[config.mk]
export PLATFORM = sky130hd
export DESIGN_NAME = fetch_stage
export DESIGN_NICKNAME = d
export VERILOG_FILES = /design/src/rtl/riscv_pkg.sv /design/src/rtl/fetch_fifo.sv /design/src/rtl/fetch_stage.sv
export SDC_FILE = /design/constraint.sdc
export NUM_CORES = 1
export LEC_CHECK = 0
export CAP_MARGIN = 20
export CELL_PAD_IN_SITES_DETAIL_PLACEMENT = 0
export CELL_PAD_IN_SITES_GLOBAL_PLACEMENT = 1
export CORE_MARGIN = 3
export CORE_UTILIZATION = 43
export CTS_CLUSTER_SIZE = 16
export DETAILED_ROUTE_END_ITERATION = 10
export GPL_ROUTABILITY_DRIVEN = 0
export MAX_ROUTING_LAYER = met4
export PLACE_DENSITY_LB_ADDON = 0.2
export SLEW_MARGIN = 15
export SYNTH_ARGS = -nofsm -noshare
export SYNTH_HDL_FRONTEND = slang
export SYNTH_SLANG_ARGS = --single-unit
[constraint.sdc]
create_clock -name clk -period 3 [get_ports clk]
set_input_delay 0.75 -clock clk [delete_from_list [all_inputs] [get_ports clk]]
set_output_delay 0.75 -clock clk [all_outputs]
set_load 0.005 [all_outputs]
[src/rtl/riscv_pkg.sv]
`default_nettype none
// ============================================================================
// Module   : riscv_pkg
// Purpose  : Shared types and constants for the fetch/decode front end:
//            datapath width, canonical NOP, the fetch buffer entry layout and
//            the base opcode map used by decode.
// Revision : 1.0  initial release
// ============================================================================
package riscv_pkg;

  localparam int XLEN = 32;
  localparam logic [XLEN-1:0] INSTR_NOP = 32'h0000_0013;

  // One buffered fetch: the instruction word and the PC it was read from.
  typedef struct packed {
    logic [XLEN-1:0] instr;
    logic [XLEN-1:0] pc;
  } fetch_entry_t;

  typedef enum logic [6:0] {
    OPC_LOAD   = 7'b000_0011,
    OPC_OP_IMM = 7'b001_0011,
    OPC_AUIPC  = 7'b001_0111,
    OPC_STORE  = 7'b010_0011,
    OPC_OP     = 7'b011_0011,
    OPC_LUI    = 7'b011_0111,
    OPC_BRANCH = 7'b110_0011,
    OPC_JALR   = 7'b110_0111,
    OPC_JAL    = 7'b110_1111,
    OPC_SYSTEM = 7'b111_0011
  } opcode_e;

  function automatic opcode_e get_opcode(input logic [XLEN-1:0] instr);
    return opcode_e'(instr[6:0]);
  endfunction

endpackage
`default_nettype wire

[src/rtl/fetch_fifo.sv]
`default_nettype none
// ============================================================================
// Module   : fetch_fifo
// Purpose  : Small synchronous FIFO with flush. Storage is registered, so the
//            head is visible the cycle after the push. Push and pop together
//            on a full FIFO is legal. Pops on an empty FIFO are ignored.
// Ports    : clk, rst_n         clock, asynchronous active-low reset
//            flush              empties the FIFO; overrides push and pop
//            push, push_data    write one entry
//            pop                remove the head entry
//            head               current head entry
//            count              number of valid entries
// Revision : 1.0  initial release
// ============================================================================
module fetch_fifo #(
  parameter  int DEPTH = 2,
  parameter  int WIDTH = 64,
  localparam int C_AW  = (DEPTH > 1) ? $clog2(DEPTH) : 1,
  localparam int C_CW  = $clog2(DEPTH + 1)
) (
  input  logic             clk,
  input  logic             rst_n,
  input  logic             flush,
  input  logic             push,
  input  logic [WIDTH-1:0] push_data,
  input  logic             pop,
  output logic [WIDTH-1:0] head,
  output logic [C_CW-1:0]  count
);

  logic [WIDTH-1:0] r_mem [DEPTH];
  logic [C_AW-1:0]  r_wr_ptr;
  logic [C_AW-1:0]  r_rd_ptr;
  logic [C_CW-1:0]  r_count;
  logic             w_push;
  logic             w_pop;

  // Explicit wrap keeps non-power-of-two depths correct.
  function automatic logic [C_AW-1:0] ptr_inc(input logic [C_AW-1:0] p);
    return (32'(p) == DEPTH - 1) ? '0 : p + C_AW'(1);
  endfunction

  assign w_push = push && !flush;
  assign w_pop  = pop && !flush && (r_count != '0);

  always_ff @(posedge clk or negedge rst_n) begin
    if (!rst_n) begin
      for (int i = 0; i < DEPTH; i++) r_mem[i] <= '0;
      r_wr_ptr <= '0;
      r_rd_ptr <= '0;
      r_count  <= '0;
    end else if (flush) begin
      r_wr_ptr <= '0;
      r_rd_ptr <= '0;
      r_count  <= '0;
    end else begin
      if (w_push) begin
        r_mem[r_wr_ptr] <= push_data;
        r_wr_ptr        <= ptr_inc(r_wr_ptr);
      end
      if (w_pop) r_rd_ptr <= ptr_inc(r_rd_ptr);
      case ({w_push, w_pop})
        2'b10:   r_count <= r_count + C_CW'(1);
        2'b01:   r_count <= r_count - C_CW'(1);
        default: r_count <= r_count;
      endcase
    end
  end

  assign head  = r_mem[r_rd_ptr];
  assign count = r_count;

endmodule
`default_nettype wire

[src/rtl/fetch_stage.sv]
`default_nettype none
// ============================================================================
// Module   : fetch_stage
// Purpose  : Instruction fetch. Holds the PC, issues word reads to imem under
//            a credit limit, buffers responses and presents {instr, pc} to
//            decode. EX redirects flush the buffer and squash in-flight reads.
// Ports    : clk, rst_n                         clock, async active-low reset
//            imem_req/addr/gnt/rvalid/rdata     instruction memory interface
//            redirect_valid, redirect_pc        control-flow change from EX
//            id_valid/ready/instr/pc            handshake toward decode
//            fetch_cnt, squash_cnt              statistics (IFETCH_STAT_EN)
// Config   : `define IFETCH_STAT_EN adds the delivered/squashed counters.
// Revision : 1.0  initial release
// ============================================================================
module fetch_stage
  import riscv_pkg::*;
#(
  parameter logic [XLEN-1:0] RESET_PC   = 32'h0000_0000,
  parameter int              FIFO_DEPTH = 2,
  parameter int              MAX_OUTST  = 2
) (
  input  logic            clk,
  input  logic            rst_n,
  output logic            imem_req,
  output logic [XLEN-1:0] imem_addr,
  input  logic            imem_gnt,
  input  logic            imem_rvalid,
  input  logic [XLEN-1:0] imem_rdata,
  input  logic            redirect_valid,
  input  logic [XLEN-1:0] redirect_pc,
  output logic            id_valid,
  input  logic            id_ready,
  output logic [XLEN-1:0] id_instr,
  output logic [XLEN-1:0] id_pc
`ifdef IFETCH_STAT_EN
  ,
  output logic [31:0]     fetch_cnt,
  output logic [31:0]     squash_cnt
`endif
);

  localparam int C_OW = $clog2(MAX_OUTST + 1);
  localparam int C_FW = $clog2(FIFO_DEPTH + 1);
  localparam int C_EW = $bits(fetch_entry_t);

  logic [XLEN-1:0] r_pc;
  logic [C_OW-1:0] r_drop;
  logic            r_active;
  logic [C_OW-1:0] w_outst;
  logic [C_FW-1:0] w_fcnt;
  logic [C_EW-1:0] w_head_raw;
  fetch_entry_t    w_head;
  fetch_entry_t    w_entry;
  logic [XLEN-1:0] w_rsp_pc;
  logic            w_grant;
  logic            w_rsp_keep;
  logic            w_pop;
  logic            w_unused;

  // Low address bits of a redirect target are discarded.
  assign w_unused = ^redirect_pc[1:0];

  assign w_grant    = imem_req && imem_gnt;
  assign w_rsp_keep = imem_rvalid && (r_drop == '0) && !redirect_valid;
  assign w_pop      = id_valid && id_ready;
  assign w_entry    = '{instr: imem_rdata, pc: w_rsp_pc};

  // Credits count buffered plus in-flight words so every response has a slot.
  // r_active holds requests off until the first clock after reset release.
  assign imem_req  = r_active && !redirect_valid
                  && ((32'(w_outst) + 32'(w_fcnt)) < 32'(FIFO_DEPTH))
                  && (32'(w_outst) < 32'(MAX_OUTST));
  assign imem_addr = r_pc;

  // PC queue: never flushed, so it stays paired with every response,
  // including squashed ones. Its occupancy is the outstanding-read count.
  fetch_fifo #(
    .DEPTH (MAX_OUTST),
    .WIDTH (XLEN)
  ) u_pc_queue (
    .clk       (clk),
    .rst_n     (rst_n),
    .flush     (1'b0),
    .push      (w_grant),
    .push_data (r_pc),
    .pop       (imem_rvalid),
    .head      (w_rsp_pc),
    .count     (w_outst)
  );

  fetch_fifo #(
    .DEPTH (FIFO_DEPTH),
    .WIDTH (C_EW)
  ) u_instr_fifo (
    .clk       (clk),
    .rst_n     (rst_n),
    .flush     (redirect_valid),
    .push      (w_rsp_keep),
    .push_data (w_entry),
    .pop       (w_pop),
    .head      (w_head_raw),
    .count     (w_fcnt)
  );

  assign w_head   = fetch_entry_t'(w_head_raw);
  assign id_valid = (w_fcnt != '0);
  assign id_instr = w_head.instr;
  assign id_pc    = w_head.pc;

  always_ff @(posedge clk or negedge rst_n) begin
    if (!rst_n) begin
      r_pc     <= RESET_PC;
      r_drop   <= '0;
      r_active <= 1'b0;
    end else begin
      r_active <= 1'b1;
      if (redirect_valid) begin
        r_pc <= {redirect_pc[XLEN-1:2], 2'b00};
        // Everything still in flight after this cycle belongs to the old path.
        r_drop <= w_outst - C_OW'(imem_rvalid);
      end else begin
        if (w_grant) r_pc <= r_pc + 32'd4;
        if (imem_rvalid && (r_drop != '0)) r_drop <= r_drop - C_OW'(1);
      end
    end
  end

`ifdef IFETCH_STAT_EN
  always_ff @(posedge clk or negedge rst_n) begin
    if (!rst_n) begin
      fetch_cnt  <= '0;
      squash_cnt <= '0;
    end else begin
      if (w_pop && !redirect_valid) fetch_cnt <= fetch_cnt + 32'd1;
      if (imem_rvalid && ((r_drop != '0) || redirect_valid))
        squash_cnt <= squash_cnt + 32'd1;
    end
  end
`endif

endmodule
`default_nettype wire
Yosys cells after proc, flatten, opt, wreduce, memory -nomap -nowiden:

Cells that the tools add are included.

* register bits after elaboration: 235
* output and inout port bits: 98

* $add $sub $neg: 12
* magnitude comparators: 8
* equal/unequal tests: 4
* multiplexer cells: 27
* bitwise operators: 5
* reductions and logical operators: 26

Operators by type and width (count)
* $mux W64: 4
* $mux W32: 6
* $bwmux W128: 1
* $bwmux W64: 1
* $demux W64 S1: 1
* $add A32 B3 Y32 const B: 1
* $demux W32 S1: 1
* $reduce_bool A2 Y1: 8
* $logic_and A1 B1 Y1: 14
* $ge A2 B2 Y1 const B: 4
* $mux W1: 8
* $not A1 Y2: 4
* $pmux W2 S2: 2
* $mux W2: 3
* $sub A2 B1 Y2 const B: 3
* $add A1 B1 Y1 const B: 4
* $add A2 B1 Y2 const B: 2
* $eq A2 B1 Y1 const B: 2
* $eq A2 B2 Y1 const B: 2
* $lt A2 B1 Y1 const B: 2
* $add A2 B2 Y3: 1
* $lt A3 B2 Y1 const B: 1
* $reduce_bool A3 Y1: 1
* $logic_not A2 Y1: 1
* 5 further kinds: 5

Depth between registers and ports, before layout:

Gate-level depths: netlist of the first run.

* depth after elaboration: 7
* depth in mapped cells: 10
* mapped depth without buffers: 9

By module:

A second synthesis of the first run with hierarchy kept.

* cells, all modules: 794
* area total of the unflattened synthesis: 11375.9 µm²

Modules (own cells, without submodules)
* fetch_fifo at u_instr_fifo: times used 1, cells each 362, area each 6052.1 µm²
* fetch_fifo at u_pc_queue: times used 1, cells each 192, area each 3265.6 µm²
* fetch_stage: times used 1, cells each 240, area each 2058.2 µm²

Least setup slack after synthesis of the first run:

No wires, ideal clock.

* path kind: reg-to-reg
* start point: register u_instr_fifo.r_count[0], in the netlist u_instr_fifo.count[0]
* end point: register u_pc_queue.r_count[1], in the netlist u_pc_queue.count[1]
* library setup time: 79 ps
* arrival: 2466 ps
* path slack: 455 ps
* stages on the path, launching flop included: 10
* clock period less this slack: 2545 ps
* cells stage by stage: dfrtp_1 and2_1 fa_1 or4b_4 nor2_8 inv_2 buf_2 ha_1 nor2_1 xor2_1

* cells in the longest elaborated chain, start to end: 7
* elaborated cells on any way between the ends: 9
* those cells by class: 1 x add/sub; 1 x order compare; 2 x eq/ne; 1 x mux; 4 x reduce/logical

RTL lines
* start: declaration: line fetch_fifo.sv:34 `logic [C_CW-1:0] r_count;`
* start signal: assignment: line fetch_fifo.sv:63 `2'b10: r_count <= r_count + C_CW'(1);`
* start signal: assignment: line fetch_fifo.sv:64 `2'b01: r_count <= r_count - C_CW'(1);`
* start signal: assignment: line fetch_fifo.sv:65 `default: r_count <= r_count;`
* $add A2 B2 Y3 *: line fetch_stage.sv:71 `&& ((32'(w_outst) + 32'(w_fcnt)) < 32'(FIFO_DEPTH))`
* $lt A3 B2 Y1 *: line fetch_stage.sv:71
* $logic_and A1 B1 Y1 *: line fetch_stage.sv:71
* $logic_and A1 B1 Y1 *: line fetch_stage.sv:72 `&& (32'(w_outst) < 32'(MAX_OUTST));`
* $logic_and A1 B1 Y1 *: line fetch_stage.sv:63 `assign w_grant = imem_req && imem_gnt;`
* $eq A2 B1 Y1 / $eq A2 B2 Y1 (equally long branches): line fetch_fifo.sv:62 `case ({w_push, w_pop})`
* $pmux W2 S2 / $reduce_bool A2 Y1 (equally long branches)
* end signal: assignment: line fetch_fifo.sv:63
* end signal: assignment: line fetch_fifo.sv:64
* end signal: assignment: line fetch_fifo.sv:65
* end: declaration: line fetch_fifo.sv:34

Every way passes the cells marked *; elsewhere a longest branch is shown, timed or not.
A chain may end at the register's enable or synchronous reset.

Worst setup path in the final report of the first run:

* start point: register u_pc_queue.r_count[0], in the netlist u_pc_queue.count[0]
* end point: output imem_req

* cells in the longest elaborated chain, start to end: 4
* elaborated cells on any way between the ends: 5
* those cells by class: 1 x add/sub; 2 x order compare; 2 x reduce/logical

RTL lines
* $add A2 B2 Y3: line fetch_stage.sv:71
* $lt A3 B2 Y1: line fetch_stage.sv:71
* $logic_and A1 B1 Y1: line fetch_stage.sv:71
* $logic_and A1 B1 Y1 *: line fetch_stage.sv:72
* end: declaration: line fetch_stage.sv:24 `output logic imem_req,`

Marks and branches as above.

==> results of run 1 <==
[synth_stat cells (2+ instances only)]
cell	number	area share (%)
dfrtp_1	225	56
mux2_2	178	20
nand2_1	74	2.7
o21ai_0	56	2.8
nor2_1	50	1.9
a21oi_1	35	1.7
mux2i_1	34	3.4
clkbuf_1	31	1.1
nand3_1	19	0.94
inv_1	11	0.41
nand4_1	11	0.68
buf_2	9	0.44
xnor2_1	9	0.78
and3_1	8	0.49
buf_1	7	0.26
buf_4	7	0.52
o211ai_1	6	0.44
a31oi_1	5	0.31
nor2b_1	5	0.31
xor2_1	5	0.43
ha_1	4	0.49
nor4_1	4	0.25
a21o_1	3	0.22
a22oi_1	3	0.22
and2_1	3	0.19
mux2_1	3	0.33
nand2b_1	3	0.19
nor3_1	3	0.15
a221o_1	2	0.20
conb_1	2	0.074
nor4_2	2	0.25
o21a_1	2	0.15
o21ai_1	2	0.099
o311ai_0	2	0.17
or3_1	2	0.12
[critical path, delay by kind of cell (launching register included)]
kind | cells | cell delay [ns]
fa+ha+maj | 1 | 0.47
simple gates | 3 | 0.76
flops | 1 | 0.38
buf+inv | 1 | 0.11
[final timing paths]
kind	startpoint	end	slack, ns
max	u_pc_queue.count[0]$_DFFE_PN0P_	imem_req	0.02
min	rst_n	u_instr_fifo.r_mem[120]$_DFFE_PN0P_	0.12
max reg2reg	u_pc_queue.count[0]$_DFFE_PN0P_	u_pc_queue.r_mem[40]$_DFFE_PN0P_	0.22
min reg2reg	u_instr_fifo.r_mem[18]$_DFFE_PN0P_	u_instr_fifo.r_mem[18]$_DFFE_PN0P_	0.47
max in group asynchronous	rst_n	u_instr_fifo.r_rd_ptr$_DFFE_PN0P_	2.12
min in group clk	u_instr_fifo.r_mem[18]$_DFFE_PN0P_	u_instr_fifo.r_mem[18]$_DFFE_PN0P_	0.47
[logic make-up after synthesis]
| group | after synthesis | synth area share [%] |
|---|---|---|
| mux | 215 | 23.50 |
| simple gates | 193 | 9.061 |
| compound gates | 124 | 7.021 |
| fa+ha+maj | 5 | 0.6922 |
| xor+xnor | 14 | 1.211 |
| other cells | 2 | 0.07419 |
| flops | 225 | 55.62 |
| buf+inv | 66 | 2.818 |
[state kept, by name (all words and copies together) (netlist names)]
name,flops
imem_addr,30
r_active,1
r_drop,2
u_instr_fifo.count,2
u_instr_fifo.r_mem,124
u_instr_fifo.r_rd_ptr,1
u_instr_fifo.r_wr_ptr,1
u_pc_queue.count,2
u_pc_queue.r_mem,60
u_pc_queue.r_rd_ptr,1
u_pc_queue.r_wr_ptr,1
[layer usage]
metal	GRT usage [%]	up-vias	part of all wire [%]	wire (um)
met4	3.780	0	1.4	321
met3	3.278	29	4.8	1092
met2	28.63	167	45	10260
li1	-	3323	-	-
met5	-	-	0	0
met1	26.84	3402	49	11290
[power breakdown]
group | internal (mW) | switching (mW)
Sequential | 4.24 | 0.655
Clock | 1.76 | 1.20
Combinational | 2.40 | 1.45
Total | 8.39 | 3.30
[area by class of cell]
cell class                      count  area share (%)
Clock buffer                       40           5.909
Clock inverter                      5          0.2490
Inverter                           12          0.3448
Multi-Input combinational cell    556           32.47
Sequential cell                   225           43.12
Tap cell                          313           2.998
Timing Repair Buffer              193           14.90
[timing repair]
| item | 4_1_cts | 5_1_grt |
|---|---|---|
| setup endpoints to repair | 23 | 1 |
| setup buffers | 2 | 0 |
| resized for setup | 6 | 1 |
| pin swaps | 4 | 3 |
==> metrics.txt, run 1 <==
status finished, final reports clean; drt total wl 22,970 um; setup TNS 0 ns; DR pass1 iterations 4; # port buffers 161; CTS root buf clkbuf_16; die area 25,420 um^2; Layout area overhead 29.07%; Vias 6,921; # DRC 0; slowest cell on the critical path or4b_4; Sink Count 225; Post-DP Area 12,240 um^2; Ys Warns 0; worst ir drop on vdd around 0.45 mV; Starting Density 44.17%; Cell Area, Synth 10,120 um^2; via count of the first global-routing pass 7,215; Final ANT Viol Nets 0; Hold Fails Final Rpt 0; largest net degree at the start of global routing 69; area of the multi-input gates roughly 4200 um^2; Leak 5.773 nW; post-synth cell types 54; Design Area, Final around 13,000 um^2; max-cap violation count 0; vias per inst 5.150; CTS Hold Buffers Added 0; Nets about 1,100; Slew Limit Fails 0; dominant synthesized flop cell dfrtp_1; Layout Cells excl Fill 1,344; setup ws final 0.02047 ns; pre-CTS WS between 0.1 and 0.15 ns; critical path data arrival time approximately 2.2 ns; Boundary Pins ~170; Tot GR Track Use between 10% and 20%; worst clock skew 0.009810 ns; RSZ-0062 raised after global routing true; Bufs on Longest Clock Path 3; fmax between 300 and 400 MHz; wire per inst 17.09 um; most frequent cells in the layout dfrtp_1 (224), mux2_2 (178), clkdlybuf4s50_1 (158); post-layout minimum cycle time 2.980 ns; Post-synth EDFFs 0; worst skew pair latency 0.52 ns; placed insts between 1,000 and 1,500; setup violators final 0; Post-DP HPWL around 15,000 um; Avg Inst Size Synth 11.99 um^2; first-iteration detailed-routing DRC count 343; Die Y 159.4 um; row cnt 55; Die Wd between 150 and 200 um; slowest cell delay on critical path 0.51 ns; cells after synthesis 844; Seq cells post-synth about 230; Cell Chain, Critical Path and2_4, fa_1, or4b_4, nor2_2, buf_2; commonest non-fill, non-tap cell in the layout dfrtp_1; endpoint class of the critical path output pin; Final period util 99.32%; Hold WC Path Type input pin to async pin; post-synthesis sequential area ratio 55.62%; global-route wire length before repair just under 40,000 um; CTS HTree Levels 1; CP Launch Type register; initial antenna violation count 0; P per Cell Area 895.3 nW/um^2; layout cells sized above 1 approximately a quarter; Crit Path Class register to output pin; Util after Layout 57.01%; Worst-Margin Slew 0.8362 ns; total power 11.70 mW; Reg area 5634 um^2; Async SR Flop Fraction 100.0%; Hold Slack 0.1242 ns; CTS tree built; cts bufs inserted 25; core region area roughly 23,000 um^2; total gr overflow 0; Reg clk slew, reported paths about 0.06 ns; Worst R2R Path Depth 9; Fillers 2,024; headroom to the max-slew limit 44.05%; n_diodes 0; CP Max Fanout 2; CP required 2.25 ns
Note: power is estimated with default switching activity, not from simulation.
==> run 2: changes to the inputs <==
- SETUP_SLACK_MARGIN: unset -> 0.4
==> run 2 against run 1 <==
Clock skew is 0.0026 ns higher. Setup slack worse by 0.016 ns. Combinational power is 18% higher. Critical path type unchanged. Hold slack worse by 0.00085 ns. First-iteration DRC count is 10% higher. Largest power group unchanged. Total power is 6.8% higher. Fmax is 0.54% lower. Global-route usage is 1.6 points higher. Wire length is 15% higher. Count of clock-buffer cells in the layout stayed put. Sequential power is 2% higher.
==> metrics.txt, run 2 (synthesized netlist as in run 1, its figures left out) <==
status finished, final reports clean; headroom to the max-slew limit 36.85%; Nets 1,146; Hold Fails Final Rpt 0; Final ANT Viol Nets 0; drt total wl 26,470 um; post-layout minimum cycle time ~3.0 ns; Vias 7,327; FF-to-FF End u_pc_queue.r_mem[14]$_DFFE_PN0P_; CTS tree built; slowest cell on the critical path or4b_4; flop-to-flop setup slack 0.01 ns; r2r startpoint u_pc_queue.count[0]$_DFFE_PN0P_; Layout area overhead 44.96%; critical path data arrival time 2.25 ns; total gr overflow 0; row cnt 55; Reg clk slew, reported paths 0.06 ns; Worst-Margin Slew 0.9386 ns; CP Launch Type register; CTS Hold Buffers Added 0; global-route wire length before repair slightly above 40,000 um; worst skew pair latency 0.52 ns; Util after Layout 64.03%; Crit Path Class register to output pin; Leak 6.728 nW; CTS root buf clkbuf_16; Die Wd between 150 and 200 um; wire per inst between 15 and 20 um; Post-DP HPWL around 15,000 um; max-cap violation count 0; # port buffers 161; worst ir drop on vdd 0.4426 mV; Tot GR Track Use 20.45%; vias per inst 5.226; max reg flops 124; core region area roughly 23,000 um^2; cts bufs inserted 25; Slew Limit Fails 0; CP required 2.25 ns; n_diodes 0; layout cells sized above 1 38.48%; RSZ-0062 raised after global routing true; worst setup path start u_pc_queue.count[0]$_DFFE_PN0P_; via count of the first global-routing pass 7,513; commonest non-fill, non-tap cell in the layout dfrtp_1; Sink Count 225; total power 12.50 mW; DR pass1 iterations 4; first-iteration detailed-routing DRC count 379; CP Max Fanout 2; die area 25,420 um^2; endpoint class of the critical path output pin; Bufs on Longest Clock Path 3; initial antenna violation count 0; # DRC 0; most frequent cells in the layout dfrtp_1 (224), mux2_2 (103), clkdlybuf4s50_1 (95); Hold WC Path Type input pin to async pin; Starting Density 44.17%; slowest cell delay on critical path ~0.52 ns; P per Cell Area ~850 nW/um^2; Largest Register u_instr_fifo.r_mem; setup violators final 0; worst clock skew 0.01243 ns; Boundary Pins roughly 170; fmax 333.8 MHz; Worst R2R Path Depth 12; Cell Chain, Critical Path and2_4, fa_1, or4b_4, nor2_2, buf_2; Final period util 99.86%; Hold Slack 0.1233 ns; Die Y 159.4 um; CTS HTree Levels 1; largest net degree at the start of global routing 69
run 2: repair_timing:
item,CTS,global route
buffers inserted,31,14
cloned,12,3
gates resized for setup,320,172
setup endpoints to repair,127,141
pin swaps,28,36
hold endpoints to repair,0,0
run 2: how the worst max path moves through the flow:
stage,to,cells past startpoint
final,imem_req,5
after global routing,imem_req,5
after CTS,imem_req,5
after detailed placement,imem_req,5
after global placement,imem_req,5
after floorplan,u_pc_queue.count[1]$_DFFE_PN0P_,9
run 2: worst max-delay path, delay by kind of cell, from the launching register on:
kind	cells	cell delay [ns]
flip-flops	1	0.38
adder cells (fa/ha/maj)	1	0.47
AND/OR/NAND/NOR	3	0.77
buffers and inverters	1	0.11
run 2: report_power, final:
| group | total, mW | internal, mW | switching (mW) |
|---|---|---|---|
| Clock | 2.97 | 1.76 | 1.21 |
| Combinational | 4.54 | 2.86 | 1.68 |
| Sequential | 4.98 | 4.24 | 0.742 |
run 2: through the flow:
| stage | area [um^2] | std cells | setup slack [ns] | TNS (ns) |
|---|---|---|---|---|
| after floorplan | 10130 | 847 | 0.4550 | 0 |
| after global placement | 12240 | 1297 | 0.1385 | 0 |
| after detailed placement | 12240 | 1297 | 0.1409 | 0 |
| after CTS | 13870 | 1385 | -0.07567 | -0.8181 |
| after global routing | 14670 | 1402 | -0.07647 | -1.666 |
| final | 14670 | 1402 | 0.004253 | 0 |
run 2: cell type report:
class,count,area [um^2]
fill,1823,8243
clock buffer,40,772.0
clock inverter,5,32.53
tap,313,391.6
inverter,12,52.55
multi-input combinational,557,4880
sequential,225,5634
timing repair buffer,250,2910
run 2: routing by layer:
layer	global-route usage [%]	part of all wire [%]	up-vias
met5	-	0	-
met4	3.661	1.4	0
met3	3.278	4.5	30
met2	32.46	48	188
met1	28.32	46	3653
li1	-	-	3456
==> run 3: changes to the inputs <==
- CAP_MARGIN: 20 -> unset
- CORE_UTILIZATION: 43 -> 39
- clock period: 3 -> 2.5 ns (I/O delays scaled with it)
==> run 3 against run 2 <==
Die area grew 9.9%. Utilization shrank 3.3 points. First-iteration DRC count grew 24%. Hold slack lost 0.062 ns. The flow now finishes with violations (negative setup slack). Final cell count grew 6.5%. Largest power group unchanged. Sequential share of layout area shrank 1.6 points. Combinational power grew 23%. Total power grew 22%.
==> metrics.txt, run 3 (synthesized netlist as in run 1, its figures left out) <==
max reg flops 124; Nets between 1,000 and 1,500; cell mode on critical path buf_6; CP required around 2.9 ns; # DRC 0; fmax 345.8 MHz; DR pass1 iterations 4; endpoint class of the critical path register; vias per inst slightly above 5; Crit Path Class register to register; Fillers 2,105; Post-DP HPWL 16,880 um; slowest cell on the critical path or4b_4; initial antenna violation count 0; Post-DP Area 12,550 um^2; # port buffers 161; Worst-Margin Slew 0.6618 ns; Sink Count 225; total gr overflow 0; global-route wire length before repair approximately 44,000 um; max-cap violation count 0; slowest cell delay on critical path roughly 0.50 ns; Cell Chain, Critical Path and2_4, fa_1, or4b_4, buf_6, buf_6, nor2_8, buf_6, buf_6, nand2_8, buf_12, buf_16, mux2_2; worst clock skew 0.01781 ns; critical path data arrival time roughly 3.3 ns; cts bufs inserted 24; Bufs on Longest Clock Path 3; Boundary Pins 168; Leak 7.072 nW; Largest Register u_instr_fifo.r_mem; Tot GR Track Use between 20% and 30%; core region area 25,330 um^2; Design Area, Final 15,370 um^2; CP bufs+invs 6; layout cells sized above 1 between 40% and 50%; Reg clk slew, reported paths 0.06 ns; drt total wl approximately 28,000 um; setup violators final 138; pre-CTS WS -0.2223 ns; post-layout minimum cycle time between 2 and 3 ns; commonest non-fill, non-tap cell in the layout dfrtp_1; Final period util 115.7%; CP Max Fanout 8; Hold WC Path Type input pin to async pin; Vias 7,560; CTS root buf clkbuf_16; die area 27,920 um^2; Slew Limit Fails 0; n_diodes 0; worst ir drop on vdd just under 0.7 mV; CP delay by family, top simple AND/OR/NAND/NOR gates; Die Y 167.1 um; headroom to the max-slew limit a little under three fifths; most frequent cells in the layout dfrtp_1 (199), mux2_2 (128), clkdlybuf4s50_1 (89); failing checks negative setup slack; Die Wd 167.1 um; CTS Hold Buffers Added 0; RSZ-0062 raised after global routing true; CP Launch Type register; Layout area overhead 51.87%; Final ANT Viol Nets 0; first-iteration detailed-routing DRC count 470; flop-to-flop setup slack -0.39 ns; setup ws final -0.3917 ns; row cnt 58; total power 15.21 mW; Hold Fails Final Rpt 0; setup TNS -32.32 ns; largest net degree at the start of global routing 56; status complete, but fails checks; worst skew pair latency just over 0.5 ns; Starting Density 39.97%; wire per inst 18.78 um; via count of the first global-routing pass roughly 7,700; CTS tree built; CTS HTree Levels 1; Hold Slack 0.06084 ns; P per Cell Area 989.7 nW/um^2
[run 3: final timing paths]
path | startpoint | endpoint | depth (start not counted)
max | u_pc_queue.count[0]$_DFFE_PN0P_ | u_pc_queue.r_mem[14]$_DFFE_PN0P_ | 12
min reg2reg | u_instr_fifo.r_mem[11]$_DFFE_PN0P_ | u_instr_fifo.r_mem[11]$_DFFE_PN0P_ | 2
max reg2reg | u_pc_queue.count[0]$_DFFE_PN0P_ | u_pc_queue.r_mem[14]$_DFFE_PN0P_ | 12
min | rst_n | u_instr_fifo.r_mem[59]$_DFFE_PN0P_ | 1
max in group asynchronous | rst_n | u_instr_fifo.r_mem[67]$_DFFE_PN0P_ | 2
min in group clk | u_instr_fifo.r_mem[11]$_DFFE_PN0P_ | u_instr_fifo.r_mem[11]$_DFFE_PN0P_ | 2
[run 3: report_power, final]
group          internal [mW]  leakage, nW  switching, mW
logic                   3.48         3.83           2.12
clock network           2.23        0.407           1.43
registers               5.10         2.84          0.851
[run 3: worst register-to-register path: stages, from the launching register on]
cell     delay, ns
dfrtp_1       0.38
and2_4        0.16
fa_1          0.45
or4b_4        0.51
buf_6         0.13
buf_6         0.11
nor2_8        0.14
buf_6         0.12
buf_6         0.11
nand2_8       0.08
buf_12        0.17
buf_16        0.14
mux2_2        0.27
[run 3: final cells by class]
type	instances	area (um^2)	area share, %
well taps	330	412.9	2.686
clock inverters	6	80.08	0.5209
multi-input cells	556	4726	30.74
inverters	12	47.55	0.3093
repair buffers	328	3706	24.11
flip-flops and latches	225	5663	36.84
clock buffers	36	737.0	4.794
[run 3: per-stage QoR]
step / util [%] / std cells
2_1_floorplan: - / 847
3_3_place_gp: 49.55 / 1338
3_5_place_dp: 49.55 / 1338
4_1_cts: 58.44 / 1475
5_1_grt: 60.70 / 1493
6_report: 60.70 / 1493
[run 3: metal layers]
layer / up-vias / share of wire (%) / routed length (um) / global-route usage (%)
met5: - / 0 / 0 / -
met4: 0 / 1.5 / 413 / 4.089
met3: 29 / 4.6 / 1278 / 2.856
met2: 183 / 48 / 13370 / 31.90
met1: 3741 / 46 / 12980 / 28.22
li1: 3607 / - / - / -
[run 3: timing repair]
action                     4_1_cts  5_1_grt
pin swaps                       20       34
resized for setup              414      118
gates cloned                    18        0
setup buffers                   77       18
setup endpoints to repair      187      159
==> patch 1 (config.mk and constraints of run 2) <==
Add a define of `IFETCH_STAT_EN`.
--- a/src/rtl/fetch_stage.sv
+++ b/src/rtl/fetch_stage.sv
@@ -12,6 +12,8 @@
 // Config   : `define IFETCH_STAT_EN adds the delivered/squashed counters.
 // Revision : 1.0  initial release
 // ============================================================================
+`define IFETCH_STAT_EN
+
 module fetch_stage
   import riscv_pkg::*;
 #(
Check against the original RTL (old outputs only; new: fetch_cnt and squash_cnt): no difference found for any inputs over 4 cycles, from zero or initial values and one cycle with rst_n low; that may be too few to reach the edited logic, so the function may still have changed.
==> patch 1 against run 2 <==
- sequential cell count rose by 64
- clock power rose by 37%
- final cell count rose by 29%
- synthesized area rose by 29%
- worst setup slack got worse by 0.0041 ns
- die area rose by 27%
- wire length rose by 30%
- power rose by 21%
- cell area rose by 25%
- via count rose by 30%
- largest cell class unchanged
- largest power group unchanged
==> patch 1: results (changes against run 2) <==
| Group | Parameter | Value | vs run 2 |
| --- | --- | --- | --- |
| run status | Result of the run | finished, final reports clean | unchanged |
| route | Routed len/inst | 19.03 um | was 18.88 um |
| worst setup path | Startpoint of the worst setup timing path | u_instr_fifo.count[0] | was u_pc_queue.count[0] |
| power | Leak pwr | 0.008291 uW | was 0.006728 uW |
| synth | Dominant cells by area after synthesis | sky130_fd_sc_hd__dfrtp_1 (56%), sky130_fd_sc_hd__mux2_2 (16%), sky130_fd_sc_hd__nand2_1 (2.8%) | was sky130_fd_sc_hd__dfrtp_1 (56%), sky130_fd_sc_hd__mux2_2 (20%), sky130_fd_sc_hd__mux2i_1 (3.4%) |
| route | Iteration-0 DRC count of the detailed router | 387 | was 379 |
| clock tree | TritonCTS buffer count | 34 | was 25 |
| worst setup path | Delay contributed by the slowest stage of the critical path | 0.54 ns | was 0.52 ns |
| synth | Post-synthesis compound-gate area fraction | 5.770% | was 7.021% |
| sta | Worst slew margin relative to its limit | 33.92% | was 36.85% |
| clock tree | Insertion delay of the later-clocked pin in the worst-skew pair | 0.50 ns | was 0.52 ns |
| synth | Post-synth cell types | 58 | was 54 |
| synth | Post-synthesis mux area share | 18.80% | was 23.50% |
| route | Total number of vias | 9,530 | was 7,327 |
| clock tree | H-tree depth | 2 | was 1 |
| grt | Largest net degree at the start of global routing | 73 | was 69 |
| synth | Register area share after synthesis | 55.58% | was 55.62% |
| worst setup path | Destination of the worst register-to-register timing path | u_pc_queue.r_mem[47] | was u_pc_queue.r_mem[14] |
| synth | Parity-gate share of the synthesized area counting xor and xnor cells | 4.914% | was 1.211% |
| grt | Gr usage total | 21.35% | was 20.45% |
| worst setup path | Start of the worst register-to-register path | u_instr_fifo.count[0] | was u_pc_queue.count[0] |
| placed design | Post-detailed-placement half-perimeter wirelength | 21.74 mm | was 15.43 mm |
| power | Highest ir drop seen on vdd | 0.3846 mV | was 0.4426 mV |
| sta | Setup clock skew after layout | 0.01150 ns | was 0.01243 ns |
| grt | Wire length of the first global-routing pass | 54.50 mm | was 41.37 mm |
| synth | Commonest cells in the synthesized netlist | sky130_fd_sc_hd__dfrtp_1 (289), sky130_fd_sc_hd__mux2_2 (183), sky130_fd_sc_hd__nand2_1 (96) | was sky130_fd_sc_hd__dfrtp_1 (225), sky130_fd_sc_hd__mux2_2 (178), sky130_fd_sc_hd__nand2_1 (74) |
| placed design | I/O Buffers | 225 | was 161 |
| placed design | Post-DP Area | 15,890 um^2 | was 12,240 um^2 |
| sta | Highest Clock Rate | 333.3 MHz | was 333.8 MHz |
| placed design | Dpl ws | 0.01591 ns | was 0.1409 ns |
## patch 1: cell count changes after synthesis, moves of 7 or more
cell / run 2 / this run
sky130_fd_sc_hd__clkbuf_1: 31 / 22
sky130_fd_sc_hd__dfrtp_1: 225 / 289
sky130_fd_sc_hd__nand2_1: 74 / 96
sky130_fd_sc_hd__nand3_1: 19 / 39
sky130_fd_sc_hd__nand4_1: 11 / 25
sky130_fd_sc_hd__nor2_1: 50 / 73
sky130_fd_sc_hd__nor3_1: 3 / 10
sky130_fd_sc_hd__o21ai_0: 56 / 48
sky130_fd_sc_hd__xnor2_1: 9 / 40
sky130_fd_sc_hd__xor2_1: 5 / 33
## patch 1: repair_timing
| action | 4_1_cts | 5_1_grt |
|---|---|---|
| gates resized for setup | 316 | 132 |
| pin swaps | 18 | 13 |
| gates cloned | 13 | 3 |
| endpoints found under the hold margin | 0 | 0 |
| setup endpoints to repair | 117 | 149 |
| buffers inserted | 33 | 9 |
## patch 1: worst min-delay path by stage
stage	from	endpoint	slack, ns	cells past startpoint
4_1_cts	rst_n	u_instr_fifo.r_mem[112]	0.23	1
6_report	rst_n	u_instr_fifo.r_mem[112]	0.21	1
5_1_grt	rst_n	u_instr_fifo.r_mem[112]	0.23	1
2_1_floorplan	u_instr_fifo.r_mem[10]	u_instr_fifo.r_mem[10]	0.44	2
3_5_place_dp	u_instr_fifo.r_mem[16]	u_instr_fifo.r_mem[16]	0.46	2
3_3_place_gp	u_instr_fifo.r_mem[24]	u_instr_fifo.r_mem[24]	0.46	2
## patch 1: cells by family after synthesis
group                    Yosys count
flip-flops                       289
multiplexers                     221
buffers and inverters             73
XOR/XNOR                          73
AND/OR/NAND/NOR                  303
other                              2
adder cells (fa/ha/maj)            7
AO/OA/AOI/OAI                    125
## patch 1: routing by layer
metal / wire [um] / global-route usage (%) / up-vias
li1: - / - / 4470
met1: 15880 / 29.91 / 4798
met2: 16590 / 33.47 / 230
met3: 1562 / 3.399 / 32
met4: 401 / 4.084 / 0
met5: 0 / - / -
## patch 1: cell type report
class                           count  area (um^2)
Tap cell                          390        488.0
Inverter                           14        55.05
Multi-Input combinational cell    735         5816
Clock buffer                       58         1095
Sequential cell                   289         7234
Fill cell                        2415        11400
Timing Repair Buffer              319         3605
Clock inverter                      4        23.77
## patch 1: stage by stage
| stage | hold WS [ns] | instances |
|---|---|---|
| after floorplan | 0.4444 | 1096 |
| after global placement | 0.4556 | 1689 |
| after detailed placement | 0.4644 | 1689 |
| after CTS | 0.2300 | 1797 |
| after global routing | 0.2311 | 1809 |
| final | 0.2102 | 1809 |
## patch 1: power breakdown
part	internal [uW]	switching (uW)
registers	5170	939
clock network	2480	1580
logic	3100	1890
total	10800	4400
==> patch 2 (config.mk and constraints of run 2) <==
Without the edit above. The parameter `MAX_OUTST` goes from 2 to 4.
--- a/src/rtl/fetch_stage.sv
+++ b/src/rtl/fetch_stage.sv
@@ -17,7 +17,7 @@
 #(
   parameter logic [XLEN-1:0] RESET_PC   = 32'h0000_0000,
   parameter int              FIFO_DEPTH = 2,
-  parameter int              MAX_OUTST  = 2
+  parameter int              MAX_OUTST  = 4
 ) (
   input  logic            clk,
   input  logic            rst_n,
Check against the original RTL: same outputs for any inputs over 4 cycles, from zero or initial values and one cycle with rst_n low; that may be too few to reach the edited logic, so the function may still have changed.
==> patch 2 against run 2 <==
- wire length up 22%
- via count increased by 14%
- worst setup slack better by 0.19 ns
- power increased by 12%
- final cell count increased by 10%
- sequential power rose by 16%
- cell area grew 16%
- sequential cell count grew 64
- synthesized area is 35% higher
- die area grew 34%
==> patch 2: results (changes against run 2) <==
| Group | Parameter | Value | vs run 2 |
| --- | --- | --- | --- |
| run status | Result of the run | finished, final reports clean | unchanged |
| layout | Share of cell area taken by flip-flops and latches | 42.35% | was 38.40% |
| worst setup path | Worst setup slack for register-to-register paths | 0.54 ns | was 0.01 ns |
| grt | Wire length of the first global-routing pass | 50.56 mm | was 41.37 mm |
| layout | Multi-input combinational gate total | 586 | was 557 |
| placed design | Dpl ws | 0.2784 ns | was 0.1409 ns |
| synth | Adder and majority cell fraction of the synthesized area | 1.299% | was 0.6922% |
| route | Pre-Repair DR Iteration Count | 5 | was 4 |
| sta | Time the worst path needs with I/O delays and setup | 2.810 ns | was 2.996 ns |
| worst setup path | Cell class contributing the biggest share of worst-path delay | buffers and inverters | was simple AND/OR/NAND/NOR gates |
| clock tree | TritonCTS buffer count | 35 | was 25 |
| worst setup path | Delay contributed by the slowest stage of the critical path | 0.46 ns | was 0.52 ns |
| layout | Portion of the layout cell area used by clock cells | 6.628% | was 5.483% |
| layout | Share of layout cells above drive strength 1 | 36.04% | was 38.48% |
| worst setup path | Depth of the worst register-to-register path | 8 | was 12 |
| clock tree | H-tree depth | 2 | was 1 |
| synth | Post-synthesis compound-gate area fraction | 3.439% | was 7.021% |
| worst setup path | Destination of the worst register-to-register timing path | u_pc_queue.r_mem[89] | was u_pc_queue.r_mem[14] |
| synth | Commonest cells in the synthesized netlist | sky130_fd_sc_hd__dfrtp_1 (289), sky130_fd_sc_hd__mux2_2 (184), sky130_fd_sc_hd__mux2_4 (86) | was sky130_fd_sc_hd__dfrtp_1 (225), sky130_fd_sc_hd__mux2_2 (178), sky130_fd_sc_hd__nand2_1 (74) |
| layout | Nonclk buf count | 196 | was 250 |
| synth | Post-synthesis mux area share | 32.28% | was 23.50% |
| route | Total number of vias | 8,337 | was 7,327 |
| synth | Register area share after synthesis | 52.87% | was 55.62% |
| sta | Setup clock skew after layout | 0.01557 ns | was 0.01243 ns |
| worst setup path | Data arrival time of the critical path | 2.06 ns | was 2.25 ns |
| power | Leak pwr | 0.008236 uW | was 0.006728 uW |
| clock tree | Number of clock sinks seen by CTS | 289 | was 225 |
| synth | Parity-gate share of the synthesized area counting xor and xnor cells | 0.8323% | was 1.211% |
| layout | Filler cell count | 2,577 | was 1,823 |
| grt | Via count of the first global-routing pass | 8,707 | was 7,513 |
| route | Iteration-0 DRC count of the detailed router | 439 | was 379 |
| grt | Gr usage total | 19.44% | was 20.45% |
| layout | Multi-input gate share of total cell area | 35.34% | was 33.26% |
| route | Routed len/inst | 20.87 um | was 18.88 um |
| clock tree | Clock buffer depth | 3 | unchanged |
| placed design | Post-detailed-placement half-perimeter wirelength | 20.39 mm | was 15.43 mm |
| worst setup path | Endpoint of the worst setup timing path | id_pc[30] | was imem_req |
[patch 2: metal layers]
layer | share of wire, % | up-vias | GRT usage, % | routed length [um]
met5 | 0 | - | - | 0
met4 | 1.7 | 0 | 4.203 | 533
met3 | 4.4 | 46 | 2.862 | 1419
met2 | 46 | 175 | 30.28 | 14910
met1 | 48 | 4336 | 27.33 | 15310
li1 | - | 3780 | - | -
[patch 2: what timing repair did]
action / 4_1_cts / 5_1_grt
setup buffers: 4 / 0
cloned: 1 / 3
pin swaps: 4 / 4
endpoints found under the setup margin: 130 / 180
gates resized for setup: 8 / 14
[patch 2: power by group]
group	switching (uW)	leakage, uW	internal [uW]
Clock	1610	0.000554	2520
Sequential	762	0.00383	5020
Combinational	1410	0.00386	2630
Total	3780	0.00824	10200
[patch 2: per-stage QoR]
stage	hold WS (ns)	instances	area [um^2]
floorplan	0.4502	955	13710
global placement	0.4664	1471	15790
detailed placement	0.4741	1471	15790
CTS	0.2119	1539	16990
global route	0.2279	1542	17080
finish	0.2032	1542	17080
